## config.mk

```make
export PLATFORM = sky130hd
export DESIGN_NAME = adc_range_monitor
export DESIGN_NICKNAME = d
export VERILOG_FILES = /design/src/rtl/adc_range_monitor_pkg.sv /design/src/rtl/adc_range_monitor_pulse_stretcher.sv /design/src/rtl/adc_range_monitor.sv
export SDC_FILE = /design/constraint.sdc
export NUM_CORES = 1
export LEC_CHECK = 0
export ABC_AREA = 1
export CAP_MARGIN = 30
export CORE_AREA = 2 2 145 147
export CTS_CLUSTER_SIZE = 14
export DETAILED_ROUTE_END_ITERATION = 16
export DIE_AREA = 0 0 147 149
export GPL_TIMING_DRIVEN = 0
export PLACE_DENSITY_LB_ADDON = 0.12
export SETUP_SLACK_MARGIN = 0.4
export SLEW_MARGIN = 10
export SYNTH_ARGS = -nofsm -noshare
export SYNTH_HDL_FRONTEND = slang
export SYNTH_HIERARCHICAL = 1
export SYNTH_SLANG_ARGS = --single-unit
```

## constraint.sdc

```tcl
create_clock -name clk_50 -period 9.1 [get_ports clk_50]
set_clock_uncertainty 0.2 [all_clocks]
set_input_delay 1.82 -clock clk_50 [delete_from_list [all_inputs] [get_ports clk_50]]
set_output_delay 1.82 -clock clk_50 [all_outputs]
set_load 0.02 [all_outputs]
```

## src/rtl/adc_range_monitor_pkg.sv

```systemverilog
// Shared definitions for the ADC range monitor: sample width, saturation codes,
// window FSM states and the saturation test.
package adc_range_monitor_pkg;

  localparam int ADC_DATA_W = 16;

  localparam logic [ADC_DATA_W-1:0] SAT_POS = {1'b0, {(ADC_DATA_W-1){1'b1}}};
  localparam logic [ADC_DATA_W-1:0] SAT_NEG = {1'b1, {(ADC_DATA_W-1){1'b0}}};

  typedef enum logic [1:0] {
    S_SEED    = 2'd0,
    S_ACCUM   = 2'd1,
    S_PUBLISH = 2'd2
  } state_e;

  function automatic logic is_saturated(input logic [ADC_DATA_W-1:0] sample);
    return (sample == SAT_POS) || (sample == SAT_NEG);
  endfunction

endpackage

```

## src/rtl/adc_range_monitor_pulse_stretcher.sv

```systemverilog
// Retriggerable pulse stretcher: output stays high for STRETCH_CYCLES clocks
// after the most recent trigger.
module pulse_stretcher #(
  parameter int STRETCH_CYCLES = 5_000_000
) (
  input  logic clk_50,
  input  logic reset,
  input  logic trigger,
  output logic out
);

  localparam int CNT_W = $clog2(STRETCH_CYCLES + 1);
  localparam logic [CNT_W-1:0] RELOAD = CNT_W'(STRETCH_CYCLES);

  logic [CNT_W-1:0] cnt_q, cnt_d;
  logic             out_q, out_d;

  always_comb begin
    cnt_d = cnt_q;
    if (trigger) begin
      cnt_d = RELOAD;
    end else if (cnt_q != '0) begin
      cnt_d = cnt_q - CNT_W'(1);
    end
    // Registering the next-state compare gives exactly STRETCH_CYCLES high cycles.
    out_d = (cnt_d != '0);
  end

  always_ff @(posedge clk_50 or posedge reset) begin
    if (reset) begin
      cnt_q <= '0;
      out_q <= 1'b0;
    end else begin
      cnt_q <= cnt_d;
      out_q <= out_d;
    end
  end

  assign out = out_q;

endmodule

```

## src/rtl/adc_range_monitor.sv

```systemverilog
// Windowed signed min/max and saturation statistics for one ADC channel, plus an
// instantaneous saturation flag and a stretched saturation LED.
module adc_range_monitor
  import adc_range_monitor_pkg::*;
#(
  parameter int DATA_W         = ADC_DATA_W,
  parameter int WINDOW_LOG2    = 20,
  parameter int STRETCH_CYCLES = 5_000_000,
  parameter int SAT_CNT_W      = 16
) (
  input  logic                 clk_50,
  input  logic                 reset,
  input  logic                 sample_valid,
  input  logic [DATA_W-1:0]    sample_data,
  input  logic                 clear,
  output logic [DATA_W-1:0]    win_min,
  output logic [DATA_W-1:0]    win_max,
  output logic [SAT_CNT_W-1:0] win_sat_count,
  output logic                 win_valid,
  output logic                 saturating,
  output logic                 sat_led
);

  localparam int CNT_W = WINDOW_LOG2 + 1;
  localparam logic [CNT_W-1:0] LAST_IDX = {1'b0, {WINDOW_LOG2{1'b1}}};

  state_e state_q, state_d;

  logic [CNT_W-1:0]         count_q, count_d;
  logic signed [DATA_W-1:0] acc_min_q, acc_min_d;
  logic signed [DATA_W-1:0] acc_max_q, acc_max_d;
  logic [SAT_CNT_W-1:0]     acc_sat_q, acc_sat_d;
  logic [DATA_W-1:0]        win_min_q, win_min_d;
  logic [DATA_W-1:0]        win_max_q, win_max_d;
  logic [SAT_CNT_W-1:0]     win_sat_q, win_sat_d;
  logic                     win_valid_q, win_valid_d;
  logic                     saturating_q, saturating_d;

  logic                     sat;
  logic signed [DATA_W-1:0] sample_s;
  logic signed [DATA_W-1:0] upd_min, upd_max;
  logic [SAT_CNT_W-1:0]     upd_sat;

  assign sat      = is_saturated(sample_data);
  assign sample_s = sample_data;

  // Candidate accumulator values if the current sample joins a running window.
  assign upd_min = (sample_s < acc_min_q) ? sample_s : acc_min_q;
  assign upd_max = (sample_s > acc_max_q) ? sample_s : acc_max_q;
  assign upd_sat = (acc_sat_q == '1) ? acc_sat_q : acc_sat_q + SAT_CNT_W'(sat);

  always_comb begin
    state_d     = state_q;
    count_d     = count_q;
    acc_min_d   = acc_min_q;
    acc_max_d   = acc_max_q;
    acc_sat_d   = acc_sat_q;
    win_min_d   = win_min_q;
    win_max_d   = win_max_q;
    win_sat_d   = win_sat_q;
    win_valid_d = 1'b0;

    unique case (state_q)
      S_SEED, S_PUBLISH: begin
        // Publishing is already visible this cycle, so a sample here seeds the next window.
        if (clear) begin
          state_d = S_SEED;
          count_d = '0;
        end else if (sample_valid) begin
          state_d   = S_ACCUM;
          count_d   = CNT_W'(1);
          acc_min_d = sample_s;
          acc_max_d = sample_s;
          acc_sat_d = SAT_CNT_W'(sat);
        end else begin
          state_d = S_SEED;
          count_d = '0;
        end
      end
      S_ACCUM: begin
        if (clear) begin
          state_d = S_SEED;
          count_d = '0;
        end else if (sample_valid) begin
          count_d   = count_q + CNT_W'(1);
          acc_min_d = upd_min;
          acc_max_d = upd_max;
          acc_sat_d = upd_sat;
          if (count_q == LAST_IDX) begin
            state_d     = S_PUBLISH;
            win_min_d   = upd_min;
            win_max_d   = upd_max;
            win_sat_d   = upd_sat;
            win_valid_d = 1'b1;
          end
        end
      end
      default: begin
        state_d = S_SEED;
        count_d = '0;
      end
    endcase

    saturating_d = sample_valid ? sat : saturating_q;
  end

  always_ff @(posedge clk_50 or posedge reset) begin
    if (reset) begin
      state_q      <= S_SEED;
      count_q      <= '0;
      acc_min_q    <= '0;
      acc_max_q    <= '0;
      acc_sat_q    <= '0;
      win_min_q    <= '0;
      win_max_q    <= '0;
      win_sat_q    <= '0;
      win_valid_q  <= 1'b0;
      saturating_q <= 1'b0;
    end else begin
      state_q      <= state_d;
      count_q      <= count_d;
      acc_min_q    <= acc_min_d;
      acc_max_q    <= acc_max_d;
      acc_sat_q    <= acc_sat_d;
      win_min_q    <= win_min_d;
      win_max_q    <= win_max_d;
      win_sat_q    <= win_sat_d;
      win_valid_q  <= win_valid_d;
      saturating_q <= saturating_d;
    end
  end

  pulse_stretcher #(
    .STRETCH_CYCLES(STRETCH_CYCLES)
  ) u_sat_led (
    .clk_50 (clk_50),
    .reset  (reset),
    .trigger(sample_valid & sat),
    .out    (sat_led)
  );

  assign win_min       = win_min_q;
  assign win_max       = win_max_q;
  assign win_sat_count = win_sat_q;
  assign win_valid     = win_valid_q;
  assign saturating    = saturating_q;

endmodule

```

==> reports/metrics.cfg, run 1 <==
[synthesis]
synthArstFlopShare_pct = 100
synth-seq-area-share_pct = 42.1
postSynthAreaPerCell_um2 = 7.61
synth_warnings = 6
synth_flop_cell = dfrtp_1
synthCells = 1134
synth-edff-count = 0
netlist-cell-type-count = 47
yosys_register_bits = 145
synthesis.nets = 1191
syn-cell-area_um2 = 8620

[floorplanning]
ios = 71
initial_utilization_pct = 42.0
die_y_um = 149
die-area_um2 = 21900
fp.coreArea_um2 = 20600
die_x_um = 147
rows = 53

[clock_tree]
cts_buffers = 17
clk_pin_slew_worst_paths_ps = 60
cts_resized = 0
cts_setup_buffers = 0
worst_skew_pair.late_latency_ps = 420
cts.htree.levels = 4
clock_path_buffers = 2
cts-root-buf = clkbuf_16
hold_buffers = 0
cts.sinks = 145
cts_tree = yes

[setup_path]
max_stage_delay_ps = 760
crit_type = primary input to register
crit_required_ps = 9200
cp_top_family = buffers and inverters
cp-end-kind = register
worstPathCellList = clkdlybuf4s50_1 > inv_1 > nand4_1 > o41ai_2 > nand2_1 > inv_1 > buf_2 > clkinv_1 > clkbuf_1 > nand3_1 > nand3_1 > nor2_1 > nand2_1
critPathMaxFanout = 10
crit_slowest_cell = o41ai_2
cp-start-kind = primary input
cp.arrival_ps = 5130
crit_buf_inv = 6

[power]
p_int_mw = 1.27
p_per_area_nw_per_um2 = 186
p_leak_nw = 5.00
vdd_drop_max_uv = 127
switchingPower_uw = 643
seq_power_share_pct = 38.8
switching_share_pct = 33.6
pwr-share-comb_pct = 25.9
power_mw = 1.91
p_clk_share_pct = 35.3

[flow_run]
maxCapViolations = 0

[global_route]
antenna_found_initial = 0
grt_pass1_wl_mm = 39.6
grt_max_degree = 84
grt_overflow = 0
grt_usage_pct = 22.7
grt_pass1_vias = 7635

[timing]
setup_tns_ps = 0
tightest_slew_ps = 786
finalMaxSlewViolations = 0
whs_ps = 276
rsz0062_at_grt = false
hold_viol_final = 0
setup_viol = 0
max_slew_margin_pct = 47.0
fin_crit_sh_pct = 55.3
fmax_mhz = 199
min_period_ps = 5030

[placement]
place_hpwl_mm = 17.6
place_congestion = 0.891
port-buffer-count = 69
dp_cells = 1480

[cells_and_area]
final_cell_mix = nand2_1 (275), dfrtp_1 (145), inv_1 (122)
nets = 1281
areaGrowthSynthToFinish_pct = 19.1
layout_commonest_cell = nand2_1
diodes = 0
multi_input_area_um2 = 4310
final_cells = 1510
drive_above_1_share_pct = 11.1
seqCellArea_um2 = 3630
fillers = 2041

[routing]
drc_errors = 0
routed_via_density = 5.16
route.met2.wl_mm = 11.3
drt-total-wl_mm = 23.8
met3_length_um = 997
top_layer_used = met4
dr.pass1.iters = 5
antenna_left = 0
vias = 7791
initialDrtViolationCount = 519
avgRoutedWirePerCell_um = 15.8
met1_length_mm = 11.2

[min_path]
hold_path_class = register to register

[outcome]
status = finished, final reports clean

-- worst paths after layout --
check                                             startpoint                        end  slack, ps  depth (start not counted)
worst max-delay path                          sample_data[9]    u_sat_led/out$_DFF_PP0_       4070                         13
min in group asynchronous                              reset    count_q[13]$_DFFE_PP0P_       1590                          2
max in group asynchronous                              reset  acc_max_q[14]$_DFFE_PP0P_       6370                          3
worst min register to register        win_min[2]$_DFFE_PP0P_     win_min[2]$_DFFE_PP0P_        280                          2
worst max register to register  u_sat_led/cnt_q[0]$_DFF_PP0_    u_sat_led/out$_DFF_PP0_       6530                         13
worst min-delay path                  win_min[2]$_DFFE_PP0P_     win_min[2]$_DFFE_PP0P_        280                          2
-- power groups by stage --
stage | clock (mW) | sequential, mW | combinational, mW
CTS | 0.689 | 0.741 | 0.497
global placement | 0 | 0.751 | 0.488
floorplan | 0 | 0.756 | 0.350
finish | 0.674 | 0.741 | 0.496
global route | 0.718 | 0.748 | 0.564
detailed placement | 0 | 0.752 | 0.496
-- cells in the mapped netlist (2+ instances only) --
master | instances | area (µm²)
nand2_1 | 275 | 1030
dfrtp_1 | 145 | 3630
inv_1 | 123 | 462
nand3_1 | 121 | 606
nor2_1 | 114 | 428
a21oi_1 | 68 | 340
nand4_1 | 40 | 250
ha_1 | 37 | 463
nand2_2 | 30 | 188
buf_2 | 20 | 100
nor2_2 | 16 | 100
o21ai_0 | 16 | 80.1
xor2_1 | 14 | 123
nor3_1 | 13 | 65.1
o21ai_1 | 13 | 65.1
inv_2 | 11 | 41.3
clkbuf_1 | 8 | 30.0
o22ai_1 | 7 | 43.8
nand3b_1 | 6 | 45.0
nor4_1 | 6 | 37.5
nor2_4 | 5 | 56.3
buf_6 | 4 | 45.0
nand3_2 | 4 | 40.0
nor3_2 | 4 | 40.0
xnor2_1 | 4 | 35.0
a211oi_1 | 2 | 15.0
clkinv_1 | 2 | 7.51
nand2_4 | 2 | 22.5
nand3_4 | 2 | 35.0
nor3_4 | 2 | 32.5
o211ai_1 | 2 | 15.0
o21ai_2 | 2 | 17.5
o221ai_1 | 2 | 17.5
-- routing by layer --
metal  vias up  GRT usage (%)
li1       3895              -
met1      3690           31.2
met2       184           37.4
met3        22           3.39
met4         0           6.97
met5         -              0
-- sequential cells by signal, summed over array words and instances (netlist names) --
| name | cells |
|---|---|
| acc_min_q | 16 |
| state_q | 2 |
| acc_sat_q | 16 |
| win_min | 16 |
| win_sat_count | 16 |
| win_max | 16 |
| u_sat_led/out | 1 |
| saturating | 1 |
| count_q | 21 |
| win_valid | 1 |
| u_sat_led/cnt_q | 23 |
| acc_max_q | 16 |
-- layout make-up --
class	instances	share of cell area (%)
buffer	33	1.74
clock buffer	21	4.58
clock inverter	9	0.816
inverter	136	5.02
multi-input combinational	820	42.0
sequential	145	35.3
tap	275	3.35
timing repair buffer	71	7.14
-- kinds of logic (layout without fill, tap and decap cells) --
group           after synthesis  count (layout)  synth area share (%)
simple gates                643             643                  34.9
buf+inv                     169             270                  7.99
flops                       145             145                  42.1
compound gates              122             122                  7.82
fa+ha+maj                    37              37                  5.37
xor+xnor                     18              18                  1.83
-- through the flow --
stage	utilization, %	worst slack, ps	instance area, µm²
CTS	50.0	4040	10300
global route	50.0	3730	10300
global placement	47.0	1800	9660
detailed placement	47.3	3610	9710
finish	50.0	4070	10300
floorplan	-	3870	8620
-- worst register-to-register path, stage by stage, from the launching register on --
cell and delay [ps]:
dfrtp_1 400, inv_1 230, ha_1 350, nand2_2 180, nor2_1 280, nand2_1 90, nand2_1 60, nand2_1 50
nand3_1 90, nand3_1 100, nor2_1 90, nand2_1 50, nor2_1 190, nand2_1 90
(Power assumes the default switching activity.)
==> inputs of run 2 (changes only) <==
==> constraint.sdc (replaced) <==
create_clock -name clk_50 -period 5 [get_ports clk_50]
set_clock_uncertainty 0.2 [all_clocks]
set_input_delay 1 -clock clk_50 [delete_from_list [all_inputs] [get_ports clk_50]]
set_output_delay 1 -clock clk_50 [all_outputs]
set_load 0.02 [all_outputs]
==> results of run 2 <==
Same layout as run 1 (identical final DEF). Status: finished, final reports clean.
Main changes from that run: setup slack after placement 3610 ps -> 329 ps; setup slack after layout 4070 ps -> 785 ps; register-to-register setup slack 6530 ps -> 2430 ps; total power 1.91 mW -> 3.48 mW; worst IR drop on VDD 127 µV -> 231 µV
